===== src/rtl/ysyx_exu_rs.sv =====
// Reservation station: holds dispatched ALU ops until both source tags resolve,
// issues the lowest-index ready entry and registers the FU result onto the CDB.
module ysyx_exu_rs #(
  parameter  int unsigned RS_SIZE  = 4,
  parameter  int unsigned ROB_SIZE = 8,
  parameter  int unsigned XLEN     = 32,
  parameter  int unsigned TW       = $clog2(ROB_SIZE) + 1,
  localparam int unsigned IW       = $clog2(RS_SIZE)
) (
  input  logic            clock,
  input  logic            reset,
  input  logic            flush,
  // dispatch
  input  logic            disp_valid,
  output logic            disp_ready,
  input  logic [4:0]      disp_alu_op,
  input  logic [XLEN-1:0] disp_op1,
  input  logic [XLEN-1:0] disp_op2,
  input  logic [31:0]     disp_imm,
  input  logic [XLEN-1:0] disp_pc,
  input  logic [TW-1:0]   disp_qj,
  input  logic [TW-1:0]   disp_qk,
  input  logic [TW-1:0]   disp_dest,
  output logic [IW-1:0]   disp_rs_idx,
  // issue
  output logic            iss_valid,
  input  logic            iss_ready,
  output logic [4:0]      iss_alu_op,
  output logic [XLEN-1:0] iss_op1,
  output logic [XLEN-1:0] iss_op2,
  output logic [31:0]     iss_imm,
  output logic [XLEN-1:0] iss_pc,
  output logic [TW-1:0]   iss_dest,
  // FU return
  input  logic            fu_valid,
  input  logic [TW-1:0]   fu_dest,
  input  logic [XLEN-1:0] fu_result,
  // writeback / CDB
  output logic            wb_valid,
  output logic [TW-1:0]   wb_dest,
  output logic [XLEN-1:0] wb_result
);

  logic [RS_SIZE-1:0] r_valid;
  logic [4:0]         r_alu_op [RS_SIZE];
  logic [XLEN-1:0]    r_op1    [RS_SIZE];
  logic [XLEN-1:0]    r_op2    [RS_SIZE];
  logic [31:0]        r_imm    [RS_SIZE];
  logic [XLEN-1:0]    r_pc     [RS_SIZE];
  logic [TW-1:0]      r_qj     [RS_SIZE];
  logic [TW-1:0]      r_qk     [RS_SIZE];
  logic [TW-1:0]      r_dest   [RS_SIZE];

  logic               r_wb_valid;
  logic [TW-1:0]      r_wb_dest;
  logic [XLEN-1:0]    r_wb_result;

  logic [RS_SIZE-1:0] w_ready;
  logic               w_any_free;
  logic [IW-1:0]      w_free_idx;
  logic               w_any_ready;
  logic [IW-1:0]      w_iss_idx;
  logic               w_do_disp;
  logic               w_do_iss;
  logic               w_byp_j;
  logic               w_byp_k;

  // Lowest free slot and lowest ready slot, both from registered state only
  always_comb begin
    w_any_free  = 1'b0;
    w_free_idx  = '0;
    w_any_ready = 1'b0;
    w_iss_idx   = '0;
    w_ready     = '0;
    for (int unsigned i = 0; i < RS_SIZE; i++) begin
      w_ready[i] = r_valid[i] && (r_qj[i] == '0) && (r_qk[i] == '0);
      if (!r_valid[i] && !w_any_free) begin
        w_any_free = 1'b1;
        w_free_idx = IW'(i);
      end
      if (w_ready[i] && !w_any_ready) begin
        w_any_ready = 1'b1;
        w_iss_idx   = IW'(i);
      end
    end
  end

  assign w_do_disp = disp_valid && w_any_free;
  assign w_do_iss  = w_any_ready && iss_ready;
  assign w_byp_j   = r_wb_valid && (disp_qj != '0) && (disp_qj == r_wb_dest);
  assign w_byp_k   = r_wb_valid && (disp_qk != '0) && (disp_qk == r_wb_dest);

  assign disp_ready  = w_any_free;
  assign disp_rs_idx = w_free_idx;
  assign iss_valid   = w_any_ready;
  assign iss_alu_op  = r_alu_op[w_iss_idx];
  assign iss_op1     = r_op1[w_iss_idx];
  assign iss_op2     = r_op2[w_iss_idx];
  assign iss_imm     = r_imm[w_iss_idx];
  assign iss_pc      = r_pc[w_iss_idx];
  assign iss_dest    = r_dest[w_iss_idx];
  assign wb_valid    = r_wb_valid;
  assign wb_dest     = r_wb_dest;
  assign wb_result   = r_wb_result;

  // Valid bits and CDB valid; flush drops everything including the in-flight FU result
  always_ff @(posedge clock) begin
    if (reset || flush) begin
      r_valid    <= '0;
      r_wb_valid <= 1'b0;
    end else begin
      r_wb_valid <= fu_valid;
      for (int unsigned i = 0; i < RS_SIZE; i++) begin
        if (w_do_iss && (w_iss_idx == IW'(i))) begin
          r_valid[i] <= 1'b0;
        end else if (w_do_disp && (w_free_idx == IW'(i))) begin
          r_valid[i] <= 1'b1;
        end
      end
    end
  end

  // Payloads carry no reset; every consumer is qualified by a valid bit
  always_ff @(posedge clock) begin
    if (fu_valid && !flush) begin
      r_wb_dest   <= fu_dest;
      r_wb_result <= fu_result;
    end
    for (int unsigned i = 0; i < RS_SIZE; i++) begin
      if (w_do_disp && (w_free_idx == IW'(i))) begin
        r_alu_op[i] <= disp_alu_op;
        r_imm[i]    <= disp_imm;
        r_pc[i]     <= disp_pc;
        r_dest[i]   <= disp_dest;
        r_op1[i]    <= w_byp_j ? r_wb_result : disp_op1;
        r_qj[i]     <= w_byp_j ? '0 : disp_qj;
        r_op2[i]    <= w_byp_k ? r_wb_result : disp_op2;
        r_qk[i]     <= w_byp_k ? '0 : disp_qk;
      end else if (r_valid[i] && r_wb_valid) begin
        if ((r_qj[i] != '0) && (r_qj[i] == r_wb_dest)) begin
          r_op1[i] <= r_wb_result;
          r_qj[i]  <= '0;
        end
        if ((r_qk[i] != '0) && (r_qk[i] == r_wb_dest)) begin
          r_op2[i] <= r_wb_result;
          r_qk[i]  <= '0;
        end
      end
    end
  end

endmodule


===== config.mk =====
export PLATFORM = sky130hd
export DESIGN_NAME = ysyx_exu_rs
export DESIGN_NICKNAME = d
export VERILOG_FILES = /design/src/rtl/ysyx_exu_rs.sv
export SDC_FILE = /design/constraint.sdc
export NUM_CORES = 1
export LEC_CHECK = 0
export ABC_AREA = 0
export BUFFER_PORTS_ARGS = -buffer_cell sky130_fd_sc_hd__clkbuf_2
export CAP_MARGIN = 20
export CORE_MARGIN = 1
export CORE_UTILIZATION = 35
export DETAILED_ROUTE_END_ITERATION = 16
export GPL_TIMING_DRIVEN = 0
export PLACE_DENSITY = 0.52
export SETUP_SLACK_MARGIN = 0.02
export SYNTH_ARGS = -nofsm -noshare
export SYNTH_HDL_FRONTEND = slang
export SYNTH_SLANG_ARGS = --single-unit

===== constraint.sdc =====
create_clock -name clock -period 8.4 [get_ports clock]
set_clock_uncertainty 0.05 [all_clocks]
set_input_delay 0 -clock clock [delete_from_list [all_inputs] [get_ports clock]]
set_output_delay 0 -clock clock [all_outputs]
set_load 0.05 [all_outputs]

* After elaboration in Yosys (flattened, before gate mapping) *
Memory sizes are Yosys's and may differ from the RTL's.
Cells that the tools add are included.

storage, ports and cells
  flip-flop bits (word level) = 41
  bits in writable memories = 580
  input port bits = 187
  output and inout port bits = 178
  memories = 8

memory list
  memory       depth  width  rd ports  clocked after Yosys merged registers in  wr ports  line  text
  r_imm        4      32     1         0                                        1         48    logic [31:0] r_imm [RS_SIZE];
  r_op1        4      32     1         0                                        4         46    logic [XLEN-1:0] r_op1 [RS_SIZE];
  r_op2        4      32     1         0                                        4         47    logic [XLEN-1:0] r_op2 [RS_SIZE];
  r_pc         4      32     1         0                                        1         49    logic [XLEN-1:0] r_pc [RS_SIZE];
  r_alu_op     4      5      1         0                                        1         45    logic [4:0] r_alu_op [RS_SIZE];
  r_dest       4      4      1         0                                        1         52    logic [TW-1:0] r_dest [RS_SIZE];
  +2 memories  --     --     --        --                                       --        --

operators by class
  eq/ne operators = 16
  multiplexer cells = 110
  bitwise operators = 16
  reductions and logical operators = 87

operator list
  cell                                                  count
  2-to-1 mux 32 bit                                     16
  OR reduction 32 bit                                   6
  2-to-1 mux 1 bit                                      62
  2-to-1 mux 4 bit                                      13
  logical AND 1 bit                                     41
  equality test 4 bit                                   10
  nonzero test 4 bit                                    10
  zero test 4 bit                                       8
  2-to-1 mux 2 bit                                      16
  bitwise OR 1 bit                                      16
  2-to-1 mux 5 bit                                      3
  OR reduction 5 bit                                    3
  OR reduction 4 bit                                    3
  zero test 1 bit                                       9
  equality test 2 bit (second input constant)           4
  OR reduction 2 bit                                    4
  equality test 2 x 1 -> 1 bit (second input constant)  2
  zero test 2 bit                                       2
  logical OR 1 bit                                      1

* Logic depth before layout (Yosys ltp) *
Gate-level depths: netlist of run 1.

  depth after elaboration = 17
  depth in mapped cells = 8
  mapped depth without buffers = 5

* Least setup slack after synthesis of run 1 *
No wires, ideal clock.

  kind = reg-to-reg
  start = reg r_valid[0]
  end = mem r_op1[0][0] (enable)
  data arrival time = 4.889 ns
  required time = 7.952 ns
  path slack = 3.063 ns
  cell stages (with the launch flop) = 4
  buffers on the path = 1
  path through = dfxtp_1 -> clkbuf_1 -> nor2b_1 -> nand2b_1

RTL lines
  what                              line  text
  start: declaration                44    logic [RS_SIZE-1:0] r_valid;
  start signal: assignment          109   r_valid <= '0;
  start signal: indexed assignment  115   r_valid[i] <= 1'b0;
  start signal: indexed assignment  117   r_valid[i] <= 1'b1;
  end: declaration                  46

==> run metrics, run 1 <==
status=finished, final reports clean; via count=~16,000; Reg clk slew, reported paths=around 0.06 ns; measured slew at the worst slew-check pin=1.11 ns; Resize count post-CTS=0; Pwr Density=217 nW/um^2; final setup fails=0; Finished Cell Area=approximately 33,000 um^2; Post-synth EDFFs=between 600 and 700; Initial Util=35.5%; Finished Layout Cells=around 3,100; die width=about 270 um; Crit. End Element=output port; # fillers=about 6,400; Num CTS Buffers=71; Crit Path Class=register to output port; DP HPWL=just over 50 mm; WL final=approximately 76 mm; cells after synthesis=roughly 1,400; Synth top area share=71.7%; core area=between 70,000 and 80,000 um^2; DIE HEIGHT=about 270 um; clk_lat worst skew=~0.6 ns; largest net degree at the start of global routing=54; Detail Route Antenna Nets=0; # IOs=about 370; Final Hold Vio Count=0; I/O Buffers=approximately 360; Worst Setup Start Kind=register; slew margin rel.=between 20% and 30%; area delta synth->final=29.9%; Global Route Usage Sum=about 20%; WL/cell=~24 um; Final nets=2,280; TritonRoute pass-1 iters=5; top cells by area, synth=edfxtp_1 72%, mux2_1 6.1%, mux2_2 5.2%; minimum clock period=~4.3 ns; Yosys warning count=0; Final WS setup=4.11 ns; Clock Path Buffers=3; WP data required=around 8.4 ns; Synth area leader=edfxtp_1; R2R Setup Slk=approximately 5 ns; share of cells above drive strength 1=31.8%; library cells used by synthesis=41; placed insts=about 2,800; Fmax achieved=233 MHz; Final GP Congestion=0.773; # Max-Cap Violations=0; CTS tree=built; Post-synth top cells=608 x edfxtp_1, 138 x mux2_1, 118 x mux2_2; most frequent cell after synthesis=edfxtp_1; CTS Sinks=~620; crit-path max FO=10; RSZ-0062 raised after global routing=no; worst min path class=primary input to register; Die ar.=~74,000 um^2; initial antenna violation count=6; drt drc=0; vias in the first global route=16,500; violation count after the first detailed-route iteration=~1,200; drt via density=between 5 and 6; htree depth=3; Mapped Area=25,500 um^2; async set-reset flop share out of synthesis=0%; fin. max-slew vios=0; Mapped Nets=between 1,500 and 2,000; top_reg_cell synth=edfxtp_1; post-synthesis register bit count=621; Root Driver=clkbuf_16; grt ovf=0; first-pass GRT wire length=around 110 mm; post-synthesis sequential area ratio=between 70% and 80%; Min Hold Slack=between 0.05 and 0.06 ns; Arrival @ worst endpoint=between 4 and 5 ns; pre-CTS setup slack=~4.7 ns; Max rail drop VDD=about 140 uV; Rows=between 90 and 100; period utilization=between 50% and 60%; Mean Syn Cell Area=roughly 18 um^2; Static Leak=12.0 nW; placed inst area=28,900 um^2
[through the flow]
stage | setup TNS, ns | total power [mW] | utilization, %
2_1_floorplan | 0 | 3.91 | -
3_3_place_gp | -66.21 | 4.09 | 39.7
3_5_place_dp | 0 | 4.11 | 40.3
4_1_cts | 0 | 7.24 | 46.1
5_1_grt | 0 | 7.40 | 46.1
6_report | 0 | 7.16 | 46.1
[per-layer routing]
metal	vias to the layer above	routed length [um]	GRT usage (%)
li1	7275	-	-
met1	8061	32100	26.2
met2	516	36900	33.9
met3	99	4980	4.56
met4	6	1620	5.66
met5	-	40	0
[cells by family after synthesis]
family / synth area share, %
xor+xnor: 1.14
simple gates: 3.24
buf+inv: 1.77
mux: 11.3
compound gates: 9.78
flops: 72.7
[flip-flops by register name, indices dropped and copies added, names as in the netlist, 16 cells and up]
name,cells
r_imm,128
r_pc,128
r_op1,128
r_alu_op,20
r_qj,16
wb_result,32
r_op2,128
r_dest,16
r_qk,16
[critical path: stages (launching register included)]
cell	delay (ns)
edfxtp_1	0.41
nor3_1	0.40
and4_1	0.34
nor4b_2	0.30
clkbuf_1	0.66
buf_1	0.89
a221o_1	0.33
clkbuf_2	0.29
[layout by cell type, fill, tap and decap left out, types with 4 or more instances in the layout]
master	instances
a21oi_1	7
a221o_1	102
a222oi_1	35
a22o_1	109
and2_1	15
buf_12	14
buf_2	57
bufinv_16	7
clkbuf_1	41
clkbuf_16	71
clkbuf_2	364
clkinv_1	12
clkinv_2	9
dfxtp_1	13
dlygate4sd3_1	191
edfxtp_1	608
inv_1	4
inv_6	4
mux2_1	138
mux2_2	118
nand2_1	83
nand4_1	5
nor2_1	16
nor2b_1	4
nor3_1	12
nor4_1	4
o21ai_0	7
or4_1	6
xnor2_1	14
xor2_1	19
[path summary, 6_finish.rpt]
path,endpoint,start,depth (start not counted)
setup / recovery,iss_op1[23],r_qk[3][0],7
hold / removal,wb_result[2],fu_result[2],2
hold reg to reg,r_qj[2][0],r_qj[2][0],2
setup reg to reg,r_valid[2],r_qk[2][0],7
[report_power, final]
group,total [mW],internal [mW],switching (mW)
Combinational,0.583,0.217,0.366
Clock,3.04,1.80,1.25
Sequential,3.54,3.49,0.0446
[layout make-up]
cell class	count	area [um^2]	share of cell area (%)
antenna	1	2.50	0.00757
buffer	90	420	1.27
clock buffer	87	1860	5.62
clock inverter	39	419	1.27
inverter	8	35.0	0.106
multi-input combinational	729	6530	19.8
sequential	621	18500	56.0
tap	950	1190	3.59
timing repair buffer	572	4100	12.4
[what timing repair did]
action / 4_1_cts / 5_1_grt
endpoints found under the hold margin: 678 / 0
hold buffers: 191 / 0
setup buffers: 0 / 0
No activity file was read; power rests on OpenSTA's default activity.
==> run 2, diff against run 1 <==
--- a/config.mk
+++ b/config.mk
@@ -12,7 +12,7 @@
 export CORE_UTILIZATION = 35
 export DETAILED_ROUTE_END_ITERATION = 16
 export GPL_TIMING_DRIVEN = 0
-export PLACE_DENSITY = 0.52
+export PLACE_DENSITY = 0.54
 export SETUP_SLACK_MARGIN = 0.02
 export SYNTH_ARGS = -nofsm -noshare
 export SYNTH_HDL_FRONTEND = slang
==> constraint.sdc (replaced) <==
create_clock -name clock -period 3.61 [get_ports clock]
set_clock_uncertainty 0.05 [all_clocks]
set_input_delay 0 -clock clock [delete_from_list [all_inputs] [get_ports clock]]
set_output_delay 0 -clock clock [all_outputs]
set_load 0.05 [all_outputs]
==> run metrics, run 2 (synthesis gave the netlist of run 1 again) <==
# Max-Cap Violations=0 (unchanged); period utilization=a little over nine tenths; violation count after the first detailed-route iteration=1,062 (-9.5%); WL final=77.1 mm (+1.9%); Final Hold Vio Count=0 (unchanged); die width=272 um (unchanged); Initial Util=35.5% (unchanged); Final WS setup=0.131 ns (-3.98 ns); # IOs=365 (unchanged); Finished Cell Area=33,200 um^2 (+0.51%); pre-CTS setup slack=-0.0391 ns (-4.73 ns); initial antenna violation count=10 (+4); I/O Buffers=364 (unchanged); grt ovf=0 (unchanged); final setup fails=0 (unchanged); share of cells above drive strength 1=33.2% (+1.4 points); minimum clock period=between 3 and 4 ns; fin. max-slew vios=0 (unchanged); vias in the first global route=16,700 (+1.1%); Worst Setup Start Kind=register; DIE HEIGHT=272 um (unchanged); Crit. End Element=output port; Clock Path Buffers=3 (unchanged); WL/cell=24.8 um (+1.6%); area delta synth->final=30.6%; Rows=98 (unchanged); CTS tree=built; Pwr Total=16.5 mW (+130%); commonest non-fill, non-tap cells in the layout=608 x edfxtp_1, 372 x clkbuf_2, 191 x dlygate4sd3_1, 138 x mux2_1, 118 x mux2_2; Num CTS Buffers=73 (+2.8%); area of the multi-input gates=6540 um^2 (+0.15%); setup tns final=0 ns (unchanged); # fillers=6,377 (-0.59%); Final nets=2,287 (+0.31%); Static Leak=12.1 nW (+0.79%); Max rail drop VDD=366 uV (+160%); Reg clk slew, reported paths=0.05 ns (about the same); RSZ-0062 raised after global routing=no; Detail Route Antenna Nets=0 (unchanged); core area=71,700 um^2 (unchanged); Root Driver=clkbuf_16; Die ar.=73,800 um^2 (unchanged); Fmax achieved=roughly 290 MHz; placed inst area=28,900 um^2 (about the same); register area=18,500 um^2 (unchanged); largest net degree at the start of global routing=48 (-11%); clk_lat worst skew=0.61 ns (about the same); via count=16,100 (+1.2%); Global Route Usage Sum=20.6% (+0.38 points); first-pass GRT wire length=111 mm (+1.5%); drt via density=5.20 (+0.93%); commonest non-fill, non-tap cell in the layout=edfxtp_1; crit-path max FO=10 (unchanged); TritonRoute pass-1 iters=6 (+1); Pwr Density=497 nW/um^2 (+130%); worst min path class=primary input to register; status=finished, final reports clean; measured slew at the worst slew-check pin=1.06 ns (-0.0500 ns); CTS Sinks=621 (unchanged); DP HPWL=51.6 mm (+1.4%); WP data required=3.56 ns (-4.79 ns); Final GP Congestion=0.759 (-1.9%); Crit Path Class=register to output port; htree depth=3 (unchanged); Arrival @ worst endpoint=3.43 ns (-0.81 ns); slew margin rel.=29.5% (+3.3 points); drt drc=0 (unchanged)
## run 2: stage by stage
stage | hold WS [ns] | std cells | util [%]
after CTS | 0.0219 | 3104 | 46.2
after detailed placement | 0.129 | 2781 | 40.3
final | 0.0587 | 3105 | 46.3
after global routing | 0.0396 | 3105 | 46.3
after floorplan | 0.0216 | 1448 | -
after global placement | 0.126 | 2762 | 39.7
## run 2: cell type report
type / instances / area share [%]
Tap cell: 950 / 3.58
Buffer: 90 / 1.66
Antenna cell: 1 / 0.00753
Clock buffer: 88 / 5.73
Sequential cell: 621 / 55.7
Timing Repair Buffer: 577 / 12.5
Clock inverter: 41 / 1.01
Multi-Input combinational cell: 729 / 19.7
Inverter: 8 / 0.109
## run 2: report_power, final
group          switching (mW)  internal, mW
Sequential              0.104          8.12
Clock                    2.89          4.05
Combinational           0.854         0.508
## run 2: path summary, 6_finish.rpt
path,slack (ns),depth (start not counted),endpoint,start
setup / recovery,0.13,9,iss_op1[2],r_qk[2][0]
hold / removal,0.06,2,wb_result[21],fu_result[21]
setup reg to reg,0.29,7,r_op1[3][6],wb_dest[3]
hold reg to reg,0.47,2,r_qj[2][0],r_qj[2][0]
## run 2: what timing repair did
item                       4_1_cts  5_1_grt
hold buffers                   191        0
gates cloned                     1        0
pin swaps                        0        2
resized for setup               42       59
setup buffers                    2        0
setup endpoints to repair      134      112
hold endpoints to repair       665        0
## run 2: worst max-delay path: stages (launching register included)
cell and delay, ns:
dfxtp_1 0.33, or4_1 0.58, and4bb_2 0.41, nor3b_4 0.21, buf_4 0.15, buf_6 0.20
buf_4 0.30, a222oi_1 0.13, nand2_1 0.21, clkbuf_4 0.28
## run 2: routing by layer
metal / up-vias / global-route usage, % / wire, um
li1: 7307 / - / -
met1: 8210 / 26.1 / 32300
met2: 505 / 35.5 / 38400
met3: 111 / 4.52 / 4880
met4: 14 / 5.44 / 1440
met5: - / 0 / 100
